$ cat src/rtl/mult_store.sv
// ---------------------------------------------------------------------------
// mult_store
//   Layer-2 (softmax-input) multiply-accumulate bank. One unsigned input value
//   is broadcast each cycle to SOFTMAX_NODES independent lanes. Each lane
//   multiplies it by its own two's-complement weight and adds the product into
//   an accumulator that starts from a per-lane bias value.
//
// Ports
//   clk             in   1                    rising-edge clock
//   clr             in   1                    synchronous active-high reset:
//                                             acc <= bias (or the bias bus
//                                             value when biasWriteEnable=1)
//   layer2In        in   IN_W                 unsigned input, shared by lanes
//   weightsIn       in   SOFTMAX_NODES*WGT_W  lane i weight at [i*WGT_W +: WGT_W]
//   biasWriteEnable in   1                    load biasesIn into bias registers
//   biasesIn        in   SOFTMAX_NODES*OUT_W  lane i bias at [i*OUT_W +: OUT_W]
//   sumOut          out  SOFTMAX_NODES*OUT_W  lane i accumulator, registered
// ---------------------------------------------------------------------------
module mult_store #(
    parameter int SOFTMAX_NODES = 2,
    parameter int IN_W          = 3,
    parameter int WGT_W         = 3,
    parameter int OUT_W         = 6
) (
    input  logic                           clk,
    input  logic                           clr,
    input  logic [IN_W-1:0]                layer2In,
    input  logic [SOFTMAX_NODES*WGT_W-1:0] weightsIn,
    input  logic                           biasWriteEnable,
    input  logic [SOFTMAX_NODES*OUT_W-1:0] biasesIn,
    output logic [SOFTMAX_NODES*OUT_W-1:0] sumOut
);

    // The exact signed product of a zero-extended IN_W value and a WGT_W
    // weight fits in IN_W+WGT_W+1 bits. Sign-extending or truncating that
    // product to OUT_W bits gives the same bits as forming the product
    // directly modulo 2^OUT_W from operands extended to OUT_W bits, which is
    // what each lane does below. This needs OUT_W > IN_W and OUT_W >= WGT_W.

    genvar gi;
    generate
        for (gi = 0; gi < SOFTMAX_NODES; gi++) begin : g_lane
            logic [WGT_W-1:0] weight;
            logic [OUT_W-1:0] bias_in;
            logic [OUT_W-1:0] in_ext;
            logic [OUT_W-1:0] wgt_ext;
            logic [OUT_W-1:0] prod;
            logic [OUT_W-1:0] bias_q;
            logic [OUT_W-1:0] bias_d;
            logic [OUT_W-1:0] acc_q;
            logic [OUT_W-1:0] acc_d;

            assign weight  = weightsIn[gi*WGT_W +: WGT_W];
            assign bias_in = biasesIn[gi*OUT_W +: OUT_W];

            // Input is unsigned (zero-extend), weight is signed (sign-extend).
            assign in_ext  = {{(OUT_W-IN_W){1'b0}}, layer2In};
            assign wgt_ext = {{(OUT_W-WGT_W){weight[WGT_W-1]}}, weight};
            assign prod    = in_ext * wgt_ext;

            always_comb begin
                bias_d = bias_q;
                acc_d  = acc_q + prod;   // wraps modulo 2^OUT_W
                if (biasWriteEnable) begin
                    bias_d = bias_in;
                end
                if (clr) begin
                    // A bias written in the same clr cycle bypasses straight
                    // into the accumulator rather than the stale register.
                    acc_d = biasWriteEnable ? bias_in : bias_q;
                end
            end

            // Bias registers deliberately keep their value through clr.
            always_ff @(posedge clk) begin
                bias_q <= bias_d;
                acc_q  <= acc_d;
            end

            assign sumOut[gi*OUT_W +: OUT_W] = acc_q;
        end
    endgenerate

endmodule

$ cat config.mk
export PLATFORM = sky130hd
export DESIGN_NAME = mult_store
export DESIGN_NICKNAME = d
export VERILOG_FILES = /design/src/rtl/mult_store.sv
export SDC_FILE = /design/constraint.sdc
export NUM_CORES = 1
export LEC_CHECK = 0
export BUFFER_PORTS_ARGS = -buffer_cell sky130_fd_sc_hd__buf_2
export CORE_ASPECT_RATIO = 1.75
export CORE_MARGIN = 1.5
export CORE_UTILIZATION = 53
export DETAILED_ROUTE_END_ITERATION = 6
export GPL_ROUTABILITY_DRIVEN = 0
export PLACE_DENSITY = 0.85
export SLEW_MARGIN = 15
export SYNTH_ARGS = -nofsm -noshare
export SYNTH_HDL_FRONTEND = slang
export SYNTH_SLANG_ARGS = --single-unit
$ cat constraint.sdc
create_clock -name clk -period 4.8 [get_ports clk]
set_input_delay 0.96 -clock clk [delete_from_list [all_inputs] [get_ports clk]]
set_output_delay 0.96 -clock clk [all_outputs]
set_load 0.005 [all_outputs]
==> results.json, run 1 <==
{
  "cp_max_fo": 6,
  "synthCells": 148,
  "grt_util_all_layers_pct": 19.7,
  "cts_buffer_depth": 2,
  "mappedNetlistArea_mm2": 0.00154,
  "hpwl_um": 2340,
  "n_antenna_cell": 0,
  "grt_setup_unrepaired": "false",
  "worst_slew_pin_slew_ns": 0.403,
  "drv_slew": 0,
  "h-tree-depth": 1,
  "fin_skew_ns": 0.00594,
  "hp-class": "reg -> reg",
  "startpoint_type": "primary input",
  "grt_pass1_vias": 1203,
  "rows": 25,
  "path_cells": "buf_2, or2b_1, fa_1, fa_1, inv_1, fa_1, ha_1, a21o_1, a21oi_1, xnor2_1, mux2_2",
  "boundaryPins": 36,
  "fin_crit_sh_pct": 77.6,
  "final_util_pct": 66.3,
  "ys_seq_elements": 24,
  "antenna_left": 0,
  "drtIter0Drc": 9,
  "drc": 0,
  "hold_viol": 0,
  "ys_seq_area_share_pct": 31.1,
  "start_util_pct": 56.7,
  "fin_crit_ns": 3.73,
  "setup-tns-final_ns": 0,
  "cts_hold_buffers": 0,
  "syn_nets": 204,
  "crit_slowest_cell": "fa_1",
  "via_per_inst": 5.16,
  "coreArea_mm2": 0.00272,
  "slowest_delay_ns": 0.53,
  "finalSetupViolCount": 0,
  "port-buffer-count": 35,
  "path_buf_inv": 2,
  "ys_types": 15,
  "cp.required_ns": 4.96,
  "max-vdd-ir-drop_v": 0.000321,
  "wire_per_inst_um": 13.0,
  "critical_path.endpoint_type": "flip-flop",
  "cts_buffers": 3,
  "yosysWarnings": 0,
  "p_leak_nw": 0.930,
  "syn2layout_area_growth_pct": 17.0,
  "wl_um": 2740,
  "worstSetupPathType": "in -> reg",
  "grt-ovfl-total": 0,
  "die_w_um": 43.8,
  "cp.arrival_ns": 3.89,
  "cts_tree": "built",
  "dieArea_mm2": 0.00326,
  "status": "finished clean",
  "dr_total_vias": 1088,
  "grt_start_max_net_pins": 15,
  "p_total_mw": 0.892,
  "fmax_mhz": 268,
  "cts.clk_slew.worst_paths_ns": 0.08,
  "die_h_um": 74.4,
  "drive_above_1_share_pct": 30.4,
  "grt_pass1_wl_um": 4920,
  "relSlewSlack_pct": 73.1,
  "drt-pass1-iter-count": 4,
  "max_cap_violations": 0,
  "critPathTopFamily": "adder cells",
  "nets": 241,
  "cts_resized": 0,
  "numClockSinks": 24,
  "syn_avg_cell_area_um2": 10.4,
  "path_common_cell": "fa_1",
  "worstSkewPairLatency_ns": 0.27,
  "post_cts_buffers": 0,
  "antenna_found_initial": 0,
  "power.density_mw_per_mm2": 494,
  "cts_root_buf": "clkbuf_8"
}
[report_power, final]
part | internal, mW | switching [mW]
clock | 0.111 | 0.0616
combinational | 0.223 | 0.210
sequential | 0.254 | 0.0313
total | 0.588 | 0.303
[synthesized netlist by cell type (all sizes together)]
| cell type | count | area (µm²) |
|---|---|---|
| or2b | 2 | 15.0 |
| and2 | 8 | 50.1 |
| xor2 | 4 | 35.0 |
| a21oi | 6 | 30.0 |
| mux2 | 17 | 191 |
| buf | 3 | 17.5 |
| a21o | 2 | 15.0 |
| nor2 | 17 | 63.8 |
| dfxtp | 24 | 480 |
| nand2 | 4 | 15.0 |
| fa | 12 | 240 |
| ha | 20 | 250 |
| inv | 23 | 86.3 |
| xnor2 | 6 | 52.6 |
[final cells by class]
| class | instances | area, µm² |
|---|---|---|
| multi-input combinational | 98 | 958 |
| clock buffer | 3 | 41.3 |
| clock inverter | 1 | 30.0 |
| tap | 27 | 33.8 |
| inverter | 23 | 86.3 |
| sequential | 24 | 480 |
| fill | 222 | 916 |
| timing repair buffer | 35 | 175 |
[metal layers]
| layer | up-vias | share of wire [%] | GRT usage (%) |
|---|---|---|---|
| met4 | 0 | 1.5 | 7.07 |
| met5 | - | 0 | 0 |
| met3 | 6 | 4.1 | 1.46 |
| met2 | 31 | 56 | 35.9 |
| met1 | 514 | 39 | 23.6 |
| li1 | 537 | - | - |
[registers in the layout (all words and copies together), names as in the netlist]
| name | cells |
|---|---|
| g_lane.acc_q | 12 |
| g_lane.bias_q | 12 |
[worst paths after layout]
check	startpoint	endpoint	slack (ns)	depth (start not counted)
worst min register to register	g_lane[1].bias_q[5]	g_lane[1].bias_q[5]	0.48	1
worst min-delay path	g_lane[1].bias_q[5]	g_lane[1].bias_q[5]	0.48	1
worst max-delay path	layer2In[0]	g_lane[0].acc_q[5]	1.07	11
worst max register to register	g_lane[0].acc_q[3]	g_lane[0].acc_q[5]	2.41	9
[cell usage in the layout (no fill, tap or decap)]
master	count
buf_2	35
dfxtp_1	24
inv_1	23
ha_1	20
nor2_1	17
mux2_2	17
fa_1	12
and2_1	8
a21oi_1	6
xnor2_1	6
xor2_1	4
nand2_1	4
clkbuf_8	3
or2b_1	2
a21o_1	2
bufinv_16	1
[cell families after synthesis]
logic type | synth area share, %
flops | 31.1
fa+ha+maj | 31.8
simple gates | 9.33
buf+inv | 6.73
compound gates | 2.92
mux | 12.4
xor+xnor | 5.68
[through the flow]
stage | hold slack, ns | instances | setup WS, ns | cell area [µm²]
CTS | 0.482 | 211 | 1.06 | 1810
finish | 0.477 | 211 | 1.07 | 1810
global route | 0.492 | 211 | 0.971 | 1810
global placement | 0.455 | 207 | 0.921 | 1730
floorplan | 0.446 | 148 | 1.14 | 1540
detailed placement | 0.462 | 207 | 0.825 | 1730
Note: power is estimated with default switching activity, not from simulation.
==> run 2, diff against run 1 <==
--- a/config.mk
+++ b/config.mk
@@ -5,13 +5,14 @@
 export SDC_FILE = /design/constraint.sdc
 export NUM_CORES = 1
 export LEC_CHECK = 0
+export ABC_AREA = 1
 export BUFFER_PORTS_ARGS = -buffer_cell sky130_fd_sc_hd__buf_2
 export CORE_ASPECT_RATIO = 1.75
 export CORE_MARGIN = 1.5
-export CORE_UTILIZATION = 53
+export CORE_UTILIZATION = 49
 export DETAILED_ROUTE_END_ITERATION = 6
 export GPL_ROUTABILITY_DRIVEN = 0
-export PLACE_DENSITY = 0.85
+export PLACE_DENSITY = 0.82
 export SLEW_MARGIN = 15
 export SYNTH_ARGS = -nofsm -noshare
 export SYNTH_HDL_FRONTEND = slang
==> constraint.sdc (replaced) <==
create_clock -name clk -period 3.35 [get_ports clk]
set_input_delay 0.67 -clock clk [delete_from_list [all_inputs] [get_ports clk]]
set_output_delay 0.67 -clock clk [all_outputs]
set_load 0.005 [all_outputs]
==> run 2 against run 1 <==
Sequential power rose by 42%; register-to-register slack got worse by 1.2 ns; power rose by 29%; utilization fell by 6.9 points; clock skew fell by 0.0050 ns; worst setup slack got worse by 0.96 ns; clock power fell by 5%; critical path depth rose by 1; cell area rose by 9.6%.
==> results.json, run 2 <==
{
  "n_antenna_cell": 0,
  "critPathTopFamily": "adder cells",
  "grt_setup_unrepaired": "false",
  "die_w_um": 47.5,
  "max-vdd-ir-drop_v": 0.000325,
  "worstSkewPairLatency_ns": 0.26,
  "p_leak_nw": 1.16,
  "relSlewSlack_pct": 75.6,
  "place_ws_ns": -0.140,
  "synth_edf_count": 0,
  "finalSetupViolCount": 0,
  "worstSetupPathType": "in -> reg",
  "ys.flop_type": "dfxtp_1",
  "dpl_cell_area_mm2": 0.00194,
  "cts_buffers": 3,
  "max_cap_violations": 0,
  "drt-pass1-iter-count": 4,
  "via_per_inst": 4.72,
  "boundaryPins": 36,
  "synthArstFlopShare_pct": 0,
  "yosysWarnings": 0,
  "wl_um": 2950,
  "yosys.area.top_type_share_pct": 28.3,
  "status": "finished clean",
  "cts_hold_buffers": 0,
  "syn_nets": 256,
  "mappedNetlistArea_mm2": 0.00170,
  "dr_total_vias": 1345,
  "hp-class": "reg -> reg",
  "worst_slack_ns": 0.118,
  "startpoint_type": "primary input",
  "grt_util_all_layers_pct": 19.3,
  "cts_buffer_depth": 2,
  "layout_common_cells": "63 x nand2_1, 43 x inv_1, 35 x buf_2",
  "start_util_pct": 51.0,
  "path_cells": "buf_2, inv_1, nand2_1, fa_1, fa_1, inv_1, fa_1, ha_1, inv_1, fa_1, xor2_1, o21ai_0",
  "slowest_delay_ns": 0.53,
  "final_util_pct": 59.5,
  "dieArea_mm2": 0.00384,
  "cp_max_fo": 2,
  "power.density_mw_per_mm2": 583,
  "synthCells": 200,
  "cts_root_buf": "clkbuf_8",
  "port-buffer-count": 35,
  "synth_most_common_cell": "nand2_1",
  "antenna_left": 0,
  "ys_seq_area_share_pct": 28.3,
  "r2r_slack_ns": 1.19,
  "hold_viol": 0,
  "reg.largest.list": "g_lane.acc_q x12, g_lane.bias_q x12",
  "nets": 298,
  "ys_seq_elements": 24,
  "crit_slowest_cell": "fa_1",
  "path_common_cell": "fa_1",
  "ys_types": 17,
  "cts.clk_slew.worst_paths_ns": 0.08,
  "wire_per_inst_um": 10.4,
  "yosys.area_share.adder_pct": 28.9,
  "drv_slew": 0,
  "grt_pass1_wl_um": 5380,
  "fin_crit_ns": 3.23,
  "grt_start_max_net_pins": 18,
  "fin_crit_sh_pct": 96.5,
  "hold_slack_ns": 0.474,
  "die_h_um": 80.8,
  "numClockSinks": 24,
  "path_buf_inv": 4,
  "synth_top_family_by_area": "adder cells",
  "cts_resized": 0,
  "drive_above_1_share_pct": 23.8,
  "rows": 28,
  "critical_path.endpoint_type": "flip-flop",
  "drc": 0,
  "synth_common_cells": "63 x nand2_1, 43 x inv_1, 24 x dfxtp_1",
  "cp.arrival_ns": 3.42,
  "synth_compound_area_share_pct": 1.40,
  "h-tree-depth": 1,
  "worst_slew_pin_slew_ns": 0.365,
  "coreArea_mm2": 0.00333,
  "syn2layout_area_growth_pct": 16.7,
  "syn_avg_cell_area_um2": 8.48,
  "antenna_found_initial": 0,
  "yosys.area_share.simple_pct": 18.0,
  "synth.area.top_cells": "dfxtp_1 28%, ha_1 15%, fa_1 14%",
  "synth_mux_area_share_pct": 10.2,
  "fmax_mhz": 309,
  "grt-ovfl-total": 0,
  "fin_area_mm2": 0.00198,
  "final_common_cell": "nand2_1",
  "post_cts_buffers": 0,
  "cp.required_ns": 3.54,
  "grt_pass1_vias": 1408,
  "fin_skew_ns": 0.000987,
  "hpwl_um": 2550,
  "cts_tree": "built",
  "synth-xor-area-share_pct": 2.06,
  "drtIter0Drc": 17,
  "synth_top_cell_by_area": "dfxtp_1"
}
[run 2: per-layer routing]
layer | vias to the layer above | routed length [µm] | GRT usage (%)
li1 | 683 | - | -
met3 | 13 | 108 | 2.00
met1 | 611 | 1140 | 20.2
met4 | 0 | 140 | 12.8
met2 | 38 | 1570 | 33.8
met5 | - | 0 | 0
[run 2: worst reg2reg max path, stage by stage, from the launching register on]
cell and delay [ns]:
dfxtp_1 0.34, inv_1 0.06, fa_1 0.53, inv_1 0.04
ha_1 0.30, inv_1 0.07, fa_1 0.42, xor2_1 0.15
o21ai_0 0.16
[run 2: cell type report]
class,count,area (µm²)
repair buffers,40,213
multi-input cells,130,1030
fillers,304,1350
clock buffers,3,41.3
flip-flops and latches,24,480
inverters,43,161
well taps,45,56.3
[run 2: cells by family (layout without fill, tap and decap cells)]
family                     after synthesis  count (layout)
adders and majority gates               32              32
muxes                                   12              12
and+or+nand+nor                         78              78
buffers and inverters                   46              86
AOI/OAI and AO/OA                        4               4
DFF                                     24              24
xor gates and xnor gates                 4               4
[run 2: report_power, final]
group | switching (mW) | internal, mW | leakage (nW) | total [mW]
clock network | 0.0849 | 0.0804 | 0.0216 | 0.165
registers | 0.0482 | 0.357 | 0.202 | 0.405
logic | 0.310 | 0.273 | 0.932 | 0.583
[run 2: path summary, 6_finish.rpt]
path,start,end,depth (start not counted)
worst max-delay path,layer2In[0],g_lane[1].acc_q[4],12
worst max register to register,g_lane[1].acc_q[3],g_lane[1].acc_q[4],8
worst min-delay path,g_lane[0].bias_q[4],g_lane[0].bias_q[4],1
worst min register to register,g_lane[0].bias_q[4],g_lane[0].bias_q[4],1
[run 2: stage by stage]
step	std cells	power [mW]	TNS, ns
4_1_cts	285	1.17	0
3_5_place_dp	282	1.00	-0.376
2_1_floorplan	200	0.822	0
5_1_grt	285	1.30	0
3_3_place_gp	282	0.959	-0.185
6_report	285	1.15	0
